$ cat config.mk
export PLATFORM = sky130hd
export DESIGN_NAME = c_fetch_responder_flat
export DESIGN_NICKNAME = d
export VERILOG_FILES = /design/src/rtl/c_fetch_responder_if.sv /design/src/rtl/c_fetch_responder.sv /design/src/flat_wrapper.sv
export SDC_FILE = /design/constraint.sdc
export NUM_CORES = 1
export LEC_CHECK = 0
export BUFFER_PORTS_ARGS = -buffer_cell sky130_fd_sc_hd__buf_2
export CAP_MARGIN = 20
export CORE_MARGIN = 4
export CORE_UTILIZATION = 40
export CTS_BUF_LIST = sky130_fd_sc_hd__clkbuf_4
export CTS_CLUSTER_DIAMETER = 80
export DETAILED_ROUTE_END_ITERATION = 8
export GPL_ROUTABILITY_DRIVEN = 1
export PLACE_DENSITY = 0.56
export SKIP_CTS_REPAIR_TIMING = 1
export SYNTH_ARGS = -nofsm -noshare
export SYNTH_HDL_FRONTEND = slang
export SYNTH_SLANG_ARGS = --single-unit
$ cat constraint.sdc
create_clock -name clk -period 11.2 [get_ports clk]
set_clock_uncertainty 0.1 [all_clocks]
set_input_delay 0.56 -clock clk [delete_from_list [all_inputs] [get_ports clk]]
set_output_delay 0.56 -clock clk [all_outputs]
set_load 0.05 [all_outputs]
$ cat src/rtl/c_fetch_responder_if.sv
//------------------------------------------------------------------------------
// Module  : c_fetch_responder_if
// Brief   : Fetch handshake and backing-memory port bundle for c_fetch_responder
// Revision: 1.0
//------------------------------------------------------------------------------
`default_nettype none

interface c_fetch_responder_if;
    logic        req_i;
    logic [31:0] addr_i;
    logic        kill_i;
    logic        flush_i;
    logic        ready_o;
    logic        valid_o;
    logic [31:0] instr_o;
    logic [31:0] addr_o;
    logic        mem_req_o;
    logic [31:0] mem_addr_o;
    logic        mem_ack_i;
    logic [31:0] mem_rdata_i;

    modport slave (
        input  req_i, addr_i, kill_i, flush_i, mem_ack_i, mem_rdata_i,
        output ready_o, valid_o, instr_o, addr_o, mem_req_o, mem_addr_o
    );

    modport master (
        output req_i, addr_i, kill_i, flush_i, mem_ack_i, mem_rdata_i,
        input  ready_o, valid_o, instr_o, addr_o, mem_req_o, mem_addr_o
    );
endinterface

`default_nettype wire

$ cat src/rtl/c_fetch_responder.sv
//------------------------------------------------------------------------------
// Module  : c_fetch_responder
// Brief   : Fetch responder with a direct-mapped word cache and miss port
// Revision: 1.0
//------------------------------------------------------------------------------
`default_nettype none

module c_fetch_responder #(
    parameter int NUM_LINES = 16
) (
    input  wire logic          clk,
    input  wire logic          reset,
    c_fetch_responder_if.slave bus
);
    localparam int c_idx_w = $clog2(NUM_LINES);
    localparam int c_tag_w = 32 - c_idx_w - 2;

    localparam logic [1:0] c_st_idle  = 2'd0;
    localparam logic [1:0] c_st_miss  = 2'd1;
    localparam logic [1:0] c_st_drain = 2'd2;
    localparam logic [1:0] c_st_flush = 2'd3;

    logic [1:0]           r_state;
    logic [1:0]           w_next_state;
    logic                 r_flush_pending;
    logic [NUM_LINES-1:0] r_line_valid;
    logic [c_tag_w-1:0]   r_tag  [NUM_LINES];
    logic [31:0]          r_data [NUM_LINES];
    logic [c_idx_w-1:0]   r_flush_idx;
    logic                 r_valid_o;
    logic                 r_mem_req;
    logic [31:0]          r_instr;
    logic [31:0]          r_addr_o;
    logic [31:0]          r_req_addr;
    logic [31:0]          r_mem_addr;

    logic [c_idx_w-1:0]   w_idx;
    logic [c_tag_w-1:0]   w_tag;
    logic [c_idx_w-1:0]   w_fill_idx;
    logic                 w_hit;
    logic                 w_ready;
    logic                 w_accept_hit;
    logic                 w_accept_miss;
    logic                 w_mem_done;
    logic                 w_flush_now;
    logic                 w_fill;
    logic                 w_resp;
    logic                 w_set_pending;
    logic                 w_flush_clr;

    assign w_idx      = bus.addr_i[c_idx_w+1:2];
    assign w_tag      = bus.addr_i[31:c_idx_w+2];
    assign w_fill_idx = r_mem_addr[c_idx_w+1:2];
    assign w_hit      = r_line_valid[w_idx] && (r_tag[w_idx] == w_tag);

    always_ff @(posedge clk) begin
        if (reset) r_state <= c_st_idle;
        else       r_state <= w_next_state;
    end

    always_comb begin
        w_next_state = r_state;
        case (r_state)
            c_st_idle: begin
                if (bus.flush_i)        w_next_state = c_st_flush;
                else if (w_accept_miss) w_next_state = c_st_miss;
            end
            c_st_miss: begin
                if (bus.mem_ack_i)                   w_next_state = w_flush_now ? c_st_flush : c_st_idle;
                else if (bus.flush_i || bus.kill_i)  w_next_state = c_st_drain;
            end
            c_st_drain: begin
                if (bus.mem_ack_i) w_next_state = w_flush_now ? c_st_flush : c_st_idle;
            end
            default: begin
                if (r_flush_idx == c_idx_w'(NUM_LINES - 1)) w_next_state = c_st_idle;
            end
        endcase
    end

    // A flush seen during an outstanding miss discards the returning word.
    always_comb begin
        w_ready       = (r_state == c_st_idle) && !bus.kill_i && !bus.flush_i;
        w_accept_hit  = w_ready && bus.req_i && w_hit;
        w_accept_miss = w_ready && bus.req_i && !w_hit;
        w_flush_now   = r_flush_pending || bus.flush_i;
        w_mem_done    = ((r_state == c_st_miss) || (r_state == c_st_drain)) && bus.mem_ack_i;
        w_fill        = w_mem_done && !w_flush_now;
        w_resp        = w_fill && (r_state == c_st_miss) && !bus.kill_i;
        w_set_pending = ((r_state == c_st_miss) || (r_state == c_st_drain)) && !bus.mem_ack_i && bus.flush_i;
        w_flush_clr   = (r_state == c_st_flush);
    end

    always_ff @(posedge clk) begin
        if (reset) begin
            r_line_valid    <= '0;
            r_flush_pending <= 1'b0;
            r_flush_idx     <= '0;
            r_valid_o       <= 1'b0;
            r_mem_req       <= 1'b0;
            r_instr         <= '0;
            r_addr_o        <= '0;
            r_req_addr      <= '0;
            r_mem_addr      <= '0;
        end else begin
            r_valid_o   <= 1'b0;
            r_flush_idx <= w_flush_clr ? r_flush_idx + 1'b1 : '0;
            if (w_accept_hit) begin
                r_valid_o <= 1'b1;
                r_instr   <= r_data[w_idx];
                r_addr_o  <= bus.addr_i;
            end
            if (w_accept_miss) begin
                r_mem_req  <= 1'b1;
                r_mem_addr <= {bus.addr_i[31:2], 2'b00};
                r_req_addr <= bus.addr_i;
            end
            if (w_mem_done) begin
                r_mem_req       <= 1'b0;
                r_flush_pending <= 1'b0;
            end
            if (w_set_pending) r_flush_pending <= 1'b1;
            if (w_fill)        r_line_valid[w_fill_idx] <= 1'b1;
            if (w_resp) begin
                r_valid_o <= 1'b1;
                r_instr   <= bus.mem_rdata_i;
                r_addr_o  <= r_req_addr;
            end
            if (w_flush_clr)   r_line_valid[r_flush_idx] <= 1'b0;
        end
    end

    always_ff @(posedge clk) begin
        if (w_fill) begin
            r_tag[w_fill_idx]  <= r_mem_addr[31:c_idx_w+2];
            r_data[w_fill_idx] <= bus.mem_rdata_i;
        end
    end

    assign bus.ready_o    = w_ready;
    assign bus.valid_o    = r_valid_o;
    assign bus.instr_o    = r_instr;
    assign bus.addr_o     = r_addr_o;
    assign bus.mem_req_o  = r_mem_req;
    assign bus.mem_addr_o = r_mem_addr;
endmodule

`default_nettype wire

$ cat src/flat_wrapper.sv
// flat-port wrapper written by rule: the top's interface ports become plain ports
module c_fetch_responder_flat 
#(
    parameter int NUM_LINES = 16
)
  (clk, reset, bus_req_i, bus_addr_i, bus_kill_i, bus_flush_i, bus_mem_ack_i, bus_mem_rdata_i, bus_ready_o, bus_valid_o, bus_instr_o, bus_addr_o, bus_mem_req_o, bus_mem_addr_o);
  c_fetch_responder_if bus_i ();
  input  wire logic clk;
  input  wire logic reset;
  input wire logic [$bits(bus_i.req_i)-1:0] bus_req_i;
  input wire logic [$bits(bus_i.addr_i)-1:0] bus_addr_i;
  input wire logic [$bits(bus_i.kill_i)-1:0] bus_kill_i;
  input wire logic [$bits(bus_i.flush_i)-1:0] bus_flush_i;
  input wire logic [$bits(bus_i.mem_ack_i)-1:0] bus_mem_ack_i;
  input wire logic [$bits(bus_i.mem_rdata_i)-1:0] bus_mem_rdata_i;
  output wire logic [$bits(bus_i.ready_o)-1:0] bus_ready_o;
  output wire logic [$bits(bus_i.valid_o)-1:0] bus_valid_o;
  output wire logic [$bits(bus_i.instr_o)-1:0] bus_instr_o;
  output wire logic [$bits(bus_i.addr_o)-1:0] bus_addr_o;
  output wire logic [$bits(bus_i.mem_req_o)-1:0] bus_mem_req_o;
  output wire logic [$bits(bus_i.mem_addr_o)-1:0] bus_mem_addr_o;
  assign bus_i.req_i = bus_req_i;
  assign bus_i.addr_i = bus_addr_i;
  assign bus_i.kill_i = bus_kill_i;
  assign bus_i.flush_i = bus_flush_i;
  assign bus_i.mem_ack_i = bus_mem_ack_i;
  assign bus_i.mem_rdata_i = bus_mem_rdata_i;
  assign bus_ready_o = bus_i.ready_o;
  assign bus_valid_o = bus_i.valid_o;
  assign bus_instr_o = bus_i.instr_o;
  assign bus_addr_o = bus_i.addr_o;
  assign bus_mem_req_o = bus_i.mem_req_o;
  assign bus_mem_addr_o = bus_i.mem_addr_o;
  c_fetch_responder #(.NUM_LINES(NUM_LINES)) u_core (.clk(clk), .reset(reset), .bus(bus_i));
endmodule
==> results.md, run 1 <==
- Gr busiest metal: met2
- Die width: 331.1 um
- Crit path max fanout: 52
- TNS Setup: 0 ns
- Initial antenna violation count: 12
- Synthesized area: 41,750 um^2
- CP Launch Type: primary input
- Adder-Cell Fraction of Synth Area: 0.002697
- Mean post-synth cell area: 19.17 um^2
- Worst setup path class: in -> reg
- Vias in the first global route: 23,570
- Combinational share of power: 0.069
- Initial Utilization: 0.4029
- Power Dens Cells: 173.6 nW/um^2
- Die Area: 109,600 um^2
- Crit-path cells: buf_8 > buf_4 > buf_4 > mux2i_1 > mux2i_1 > nor2_1 > nand3_1 > or4_1 > nor3_2 > a31oi_4 > buf_4 > nor2_1 > dlygate4sd3_1
- Clk root buf: clkbuf_4
- Commonest non-fill, non-tap cell in the layout: edfxtp_1
- DR WL/cell: 25.99 um
- Area contributors post-synth: edfxtp_1 (67%), mux4_2 (14%), dfxtp_1 (5.8%)
- Total GRT Usage: 0.1989
- Final wirelength: 108,900 um
- Met2 global-route usage: 0.3099
- RSZ-0062 raised after global routing: false
- Multiplexer share of the synthesized area: 0.1792
- Hold path start: bus_kill_i
- Main flop type after synthesis: edfxtp_1
- Skew-Pair Late Insertion Delay: 1.12 ns
- FF-to-FF Start: u_core.r_tag[8][9]
- Antenna-violating nets left: 0
- # fillers: 8,965
- Worst vdd ir: 0.08719 mV
- Overflow left after global routing: 0
- CTS sink count: 1,049
- Rows: 118
- Period utilization: 0.4209
- Placeable Area: 103,600 um^2
- Gpl congestion: 0.7957
- Via Count: 22,810
- Fraction of layout instances using a drive strength above 1: 0.3579
- Yosys cell types: 61
- Drt drc: 0
- First-pass GRT wire length: 157,500 um
- Met3 Resource Use GR: 0.05175
- Port buffer count: 166
- CP required: 12.18 ns
- Largest stage delay, worst path: 0.87 ns
- DP HPWL: 58,590 um
- Die Span Y: 331.1 um
- Compound-cell area share of the yosys netlist: 0.02026
- Final Setup Violations: 0
- Drt initial violations: 2,119
- IO Pins: 169
- Max_slew headroom: 0.2504
- Final Util: 0.4672
- Post-Synth Simple-Gate Area: 0.04576
- Worst-path clk slew: 0.06 ns
- Pin count of the biggest net entering global routing: 117
- Post-synth ARST share: 0
- Synth Instances: 2,178
- Worst Max-Slew Pin Slew: 1.122 ns
- Met1 usage: 0.2746
- TritonCTS clock tree: yes
- Final Max Slew Viols: 0
- Fmax: 0.2122 GHz
- Post-synthesis register bit count: 1,049
- Detailed-router iteration count before antenna repair: 6
- Clock Tree Buf Depth: 4
- Leakage Power: 17.52 nW
- Most used cell along the critical path: buf_4
- Critical Path Start: bus_addr_i[2]
- MaxCap Viol Count: 0
- Crit-path slowest cell: buf_4
- Post-synthesis xor/xnor area fraction: 0.005454
- Yosys warns: 0
- Yosys top cell area share: 0.6674
- Design Power: 8.404 mW
- TritonCTS Buffers: 290
- Sw Share: 0.2276
- EDFF count, synth: 928
- Tmin final: 4.714 ns
- Area delta synth->final: 15.97%
- Level count of the clock H-tree: 5
- Psw: 1.912 mW
- NumNets Final: 2,674
- Share of the yosys chip area belonging to registers: 0.7254
- Via density: 5.444
- P_int: 6.491 mW
- Worst setup EP type: flop
- Share of total power in the clock network: 0.413
- Main combinational cell family by area after synthesis: multiplexers
- Leading area contributor after synthesis: edfxtp_1
- Reg power frac: 0.518
- Outcome: finished, final reports clean
- Min-delay worst type: in -> reg
- Crit path arrival time: 5.70 ns
- Most frequent cells in the layout: edfxtp_1 (928), clkbuf_4 (460), mux4_2 (259)
- Hold Violations, Final: 0
[worst paths after layout]
kind                              to  slack [ns]  cells after the start
max reg2reg       u_core.bus.valid_o        7.13                     11
max               u_core.bus.valid_o        6.49                     13
min reg2reg  u_core.r_line_valid[10]        0.37                      1
min                u_core.r_state[1]        0.13                      6
[flip-flops by register name (all words and copies together) (netlist names), 2 cells and up]
register	count
u_core.r_data	512
u_core.r_tag	416
u_core.bus.addr_o	32
u_core.bus.instr_o	32
u_core.r_req_addr	31
u_core.r_line_valid	16
u_core.r_flush_idx	4
u_core.r_state	2
[cell usage after synthesis, drive strengths merged (4+ instances only)]
cell / instances
or3: 34
xor2: 14
a21oi: 36
mux4: 259
a221oi: 8
mux2: 36
clkbuf: 61
nand2: 75
o21ai: 6
dfxtp: 121
and3: 5
inv: 8
o21a: 6
ha: 9
nor2b: 52
a22oi: 14
nor3: 6
a31oi: 10
buf: 93
nand4: 4
xnor2: 12
a211oi: 4
a311oi: 13
edfxtp: 928
nand3: 14
nor2: 152
nand2b: 39
mux2i: 118
[layer usage]
layer  wire length, um  share of wire  up-vias
li1                  -              -     9727
met1             46340           0.43    11940
met2             51560           0.47      955
met3              8689          0.080      187
met4              2326          0.021        2
met5                13        0.00012        -
[metrics by stage]
stage / hold WS [ns] / instance area [um^2] / setup slack, ns / instances
6_report: 0.1336 / 48420 / 6.486 / 4191
2_1_floorplan: 0.3360 / 41760 / 5.241 / 2179
4_1_cts: -0.5391 / 47740 / 6.598 / 4115
5_1_grt: 0.05167 / 48410 / 6.221 / 4188
3_3_place_gp: 0.3439 / 44010 / 5.490 / 3618
3_5_place_dp: 0.3567 / 44010 / 5.388 / 3618
[area by class of cell]
| class | count | area (um^2) | area share |
|---|---|---|---|
| sequential | 1049 | 30290 | 0.6255 |
| multi-input combinational | 967 | 10730 | 0.2217 |
| clock buffer | 460 | 3453 | 0.07132 |
| timing repair buffer | 278 | 1879 | 0.03881 |
| tap | 1380 | 1727 | 0.03566 |
| clock inverter | 37 | 276.5 | 0.005711 |
| inverter | 9 | 35.03 | 0.0007235 |
| antenna | 11 | 27.53 | 0.0005685 |
[worst max-delay path: cells and delay by family]
kind,cells,cell delay (ns)
buf+inv,5,3.00
compound gates,1,0.14
simple gates,5,1.30
mux,2,0.50
[kinds of logic (layout without fill, tap and decap cells)]
logic type | after synthesis | count (layout)
flops | 1049 | 1049
mux | 413 | 413
simple gates | 397 | 397
buf+inv | 163 | 784
compound gates | 120 | 120
xor+xnor | 26 | 26
fa+ha+maj | 9 | 9
other cells | 1 | 13
[power groups by stage]
stage / registers, mW / clock network (mW) / logic (mW)
final: 4.35 / 3.47 / 0.582
after detailed placement: 4.44 / 0 / 0.565
after global routing: 4.36 / 3.82 / 0.622
after floorplan: 4.44 / 0 / 0.364
after global placement: 4.43 / 0 / 0.558
after CTS: 4.35 / 3.57 / 0.567
No activity file was read; power rests on OpenSTA's default activity.
==> run 2: changes to the inputs <==
Settings changed: PLACE_DENSITY 0.56 to 0.58.
Clock period 11.2 ns to 3.8 ns, I/O delays scaled along.
==> results.md, run 2 (synthesized netlist as in run 1, its figures left out) <==
- Final wirelength: 111,000 um (+1.9%)
- Leakage Power: 18.23 nW (+4.1%)
- Design Power: 24.75 mW (+190%)
- Commonest non-fill, non-tap cell in the layout: edfxtp_1
- Drt initial violations: 2,035 (-4.0%)
- Placeable Area: 103,600 um^2 (unchanged)
- IO Pins: 169 (unchanged)
- Vias in the first global route: 23,840 (+1.1%)
- DR WL/cell: 25.57 um (-1.6%)
- First-pass GRT wire length: 158,700 um (+0.77%)
- Crit path arrival time: 4.47 ns (-1.23 ns)
- Drt drc: 0 (unchanged)
- Min-delay worst type: in -> reg
- Sw Share: 0.2318 (+0.004261)
- Share of total power in the clock network: 0.405 (-0.008)
- MaxCap Viol Count: 0 (unchanged)
- Worst vdd ir: 0.3220 mV (+270%)
- Max reg flops: 512 (unchanged)
- Fraction of layout instances using a drive strength above 1: 0.3546 (-0.003302)
- TNS Setup: 0 ns (unchanged)
- CP required: 4.66 ns (-7.52 ns)
- Clock Tree Buf Depth: 4 (unchanged)
- Clk root buf: clkbuf_4
- Smallest hold slack: 0.02087 ns (-0.1127 ns)
- Worst-path clk slew: 0.07 ns (about the same)
- Final Util: 0.4829 (+0.01575)
- Worst Max-Slew Pin Slew: 1.063 ns (-0.05890 ns)
- Final Setup Violations: 0 (unchanged)
- Die Area: 109,600 um^2 (unchanged)
- P_int: 19.01 mW (+190%)
- Initial antenna violation count: 7 (-5)
- Crit path max fanout: 32 (-38%)
- Initial Utilization: 0.4029 (unchanged)
- Antenna-violating nets left: 0 (unchanged)
- Total GRT Usage: 0.1997 (+0.0007748)
- Final Max Slew Viols: 0 (unchanged)
- Skew-Pair Late Insertion Delay: 1.19 ns (+0.07 ns)
- Outcome: finished, final reports clean
- Largest reg by FF count: u_core.r_data
- TritonCTS Buffers: 291 (+0.34%)
- CP Launch Type: flop
- Pin count of the biggest net entering global routing: 120 (+2.6%)
- Most frequent cells in the layout: edfxtp_1 (928), clkbuf_4 (428), mux4_2 (259)
- Max_slew headroom: 0.2914 (+0.04104)
- Top flop regs: u_core.r_data x512, u_core.r_tag x416
- DP HPWL: 62,020 um (+5.9%)
- Hold Violations, Final: 0 (unchanged)
- Die Span Y: 331.1 um (unchanged)
- Combinational share of power: 0.075 (+0.006)
- CTS sink count: 1,049 (unchanged)
- Port buffer count: 166 (unchanged)
- Reg power frac: 0.519 (about the same)
- Overflow left after global routing: 0 (unchanged)
- Via Count: 23,560 (+3.3%)
- Tmin final: 3.603 ns
- Area delta synth->final: 19.88%
- Rows: 118 (unchanged)
- Die width: 331.1 um (unchanged)
- Detailed-router iteration count before antenna repair: 7 (+1)
- Worst setup path class: reg -> reg
- TritonCTS clock tree: yes
- RSZ-0062 raised after global routing: false
- Power Dens Cells: 494.4 nW/um^2 (+180%)
- Fmax: 0.2775 GHz
- NumNets Final: 2,836 (+6.1%)
- Psw: 5.737 mW (+200%)
- Gpl congestion: 0.7976 (+0.24%)
- Via density: 5.427 (-0.30%)
- Period utilization: 0.9482
- Worst setup EP type: flop
- Level count of the clock H-tree: 5 (unchanged)
run 2: changes by cell type in the layout (fill, tap and decap cells not counted), sizes merged:
cell,change
diode,-3
clkinv,+21
bufinv,+1
buf,+68
inv,+2
clkbuf,-32
dlygate4sd3,+93
run 2: worst max-delay path, cell delays in order, from the launching register on:
cell and delay [ns]:
edfxtp_1 0.38, mux4_2 0.46, mux4_2 0.52, xnor2_2 0.26
inv_2 0.06, a2111oi_2 0.46, nand4_1 0.19, nor3_2 0.15
buf_4 0.16, a31oi_4 0.11, buf_12 0.22, mux2_1 0.34
run 2: cell type report:
| type | count | area (um^2) |
|---|---|---|
| multi-input combinational | 967 | 10770 |
| tap | 1380 | 1727 |
| fill | 8830 | 53590 |
| clock buffer | 428 | 3213 |
| clock inverter | 61 | 396.6 |
| antenna | 8 | 20.02 |
| timing repair buffer | 439 | 3608 |
| inverter | 9 | 33.78 |
| sequential | 1049 | 30290 |
run 2: power by group through the flow:
stage,clock (mW),sequential (mW),combinational [mW]
6_report,10.0,12.9,1.86
5_1_grt,11.0,12.9,1.99
4_1_cts,10.3,12.9,1.72
3_5_place_dp,0,13.1,1.72
3_3_place_gp,0,13.1,1.69
2_1_floorplan,0,13.1,1.08
run 2: through the flow:
step                setup slack (ns)  cell area [um^2]  cells
floorplan                    -0.5680             41820   2179
global placement             -0.1027             44840   3686
detailed placement          -0.09559             44840   3686
CTS                           0.1280             48450   4175
global route                  0.1103             50050   4338
finish                        0.1970             50050   4341
run 2: final timing paths:
path              slack [ns]  cells after the start              startpoint                      to
setup / recovery        0.20                     11      u_core.r_tag[2][9]   u_core.bus.addr_o[24]
hold / removal          0.02                      5          bus_addr_i[19]   u_core.bus.addr_o[19]
setup reg to reg        0.20                     11      u_core.r_tag[2][9]   u_core.bus.addr_o[24]
hold reg to reg         0.37                      1  u_core.r_line_valid[9]  u_core.r_line_valid[9]
run 2: metal layers:
metal	wire (um)	track usage
met5	41	0
met4	1989	0.05908
met3	8472	0.05372
met2	52580	0.3135
met1	47900	0.2755
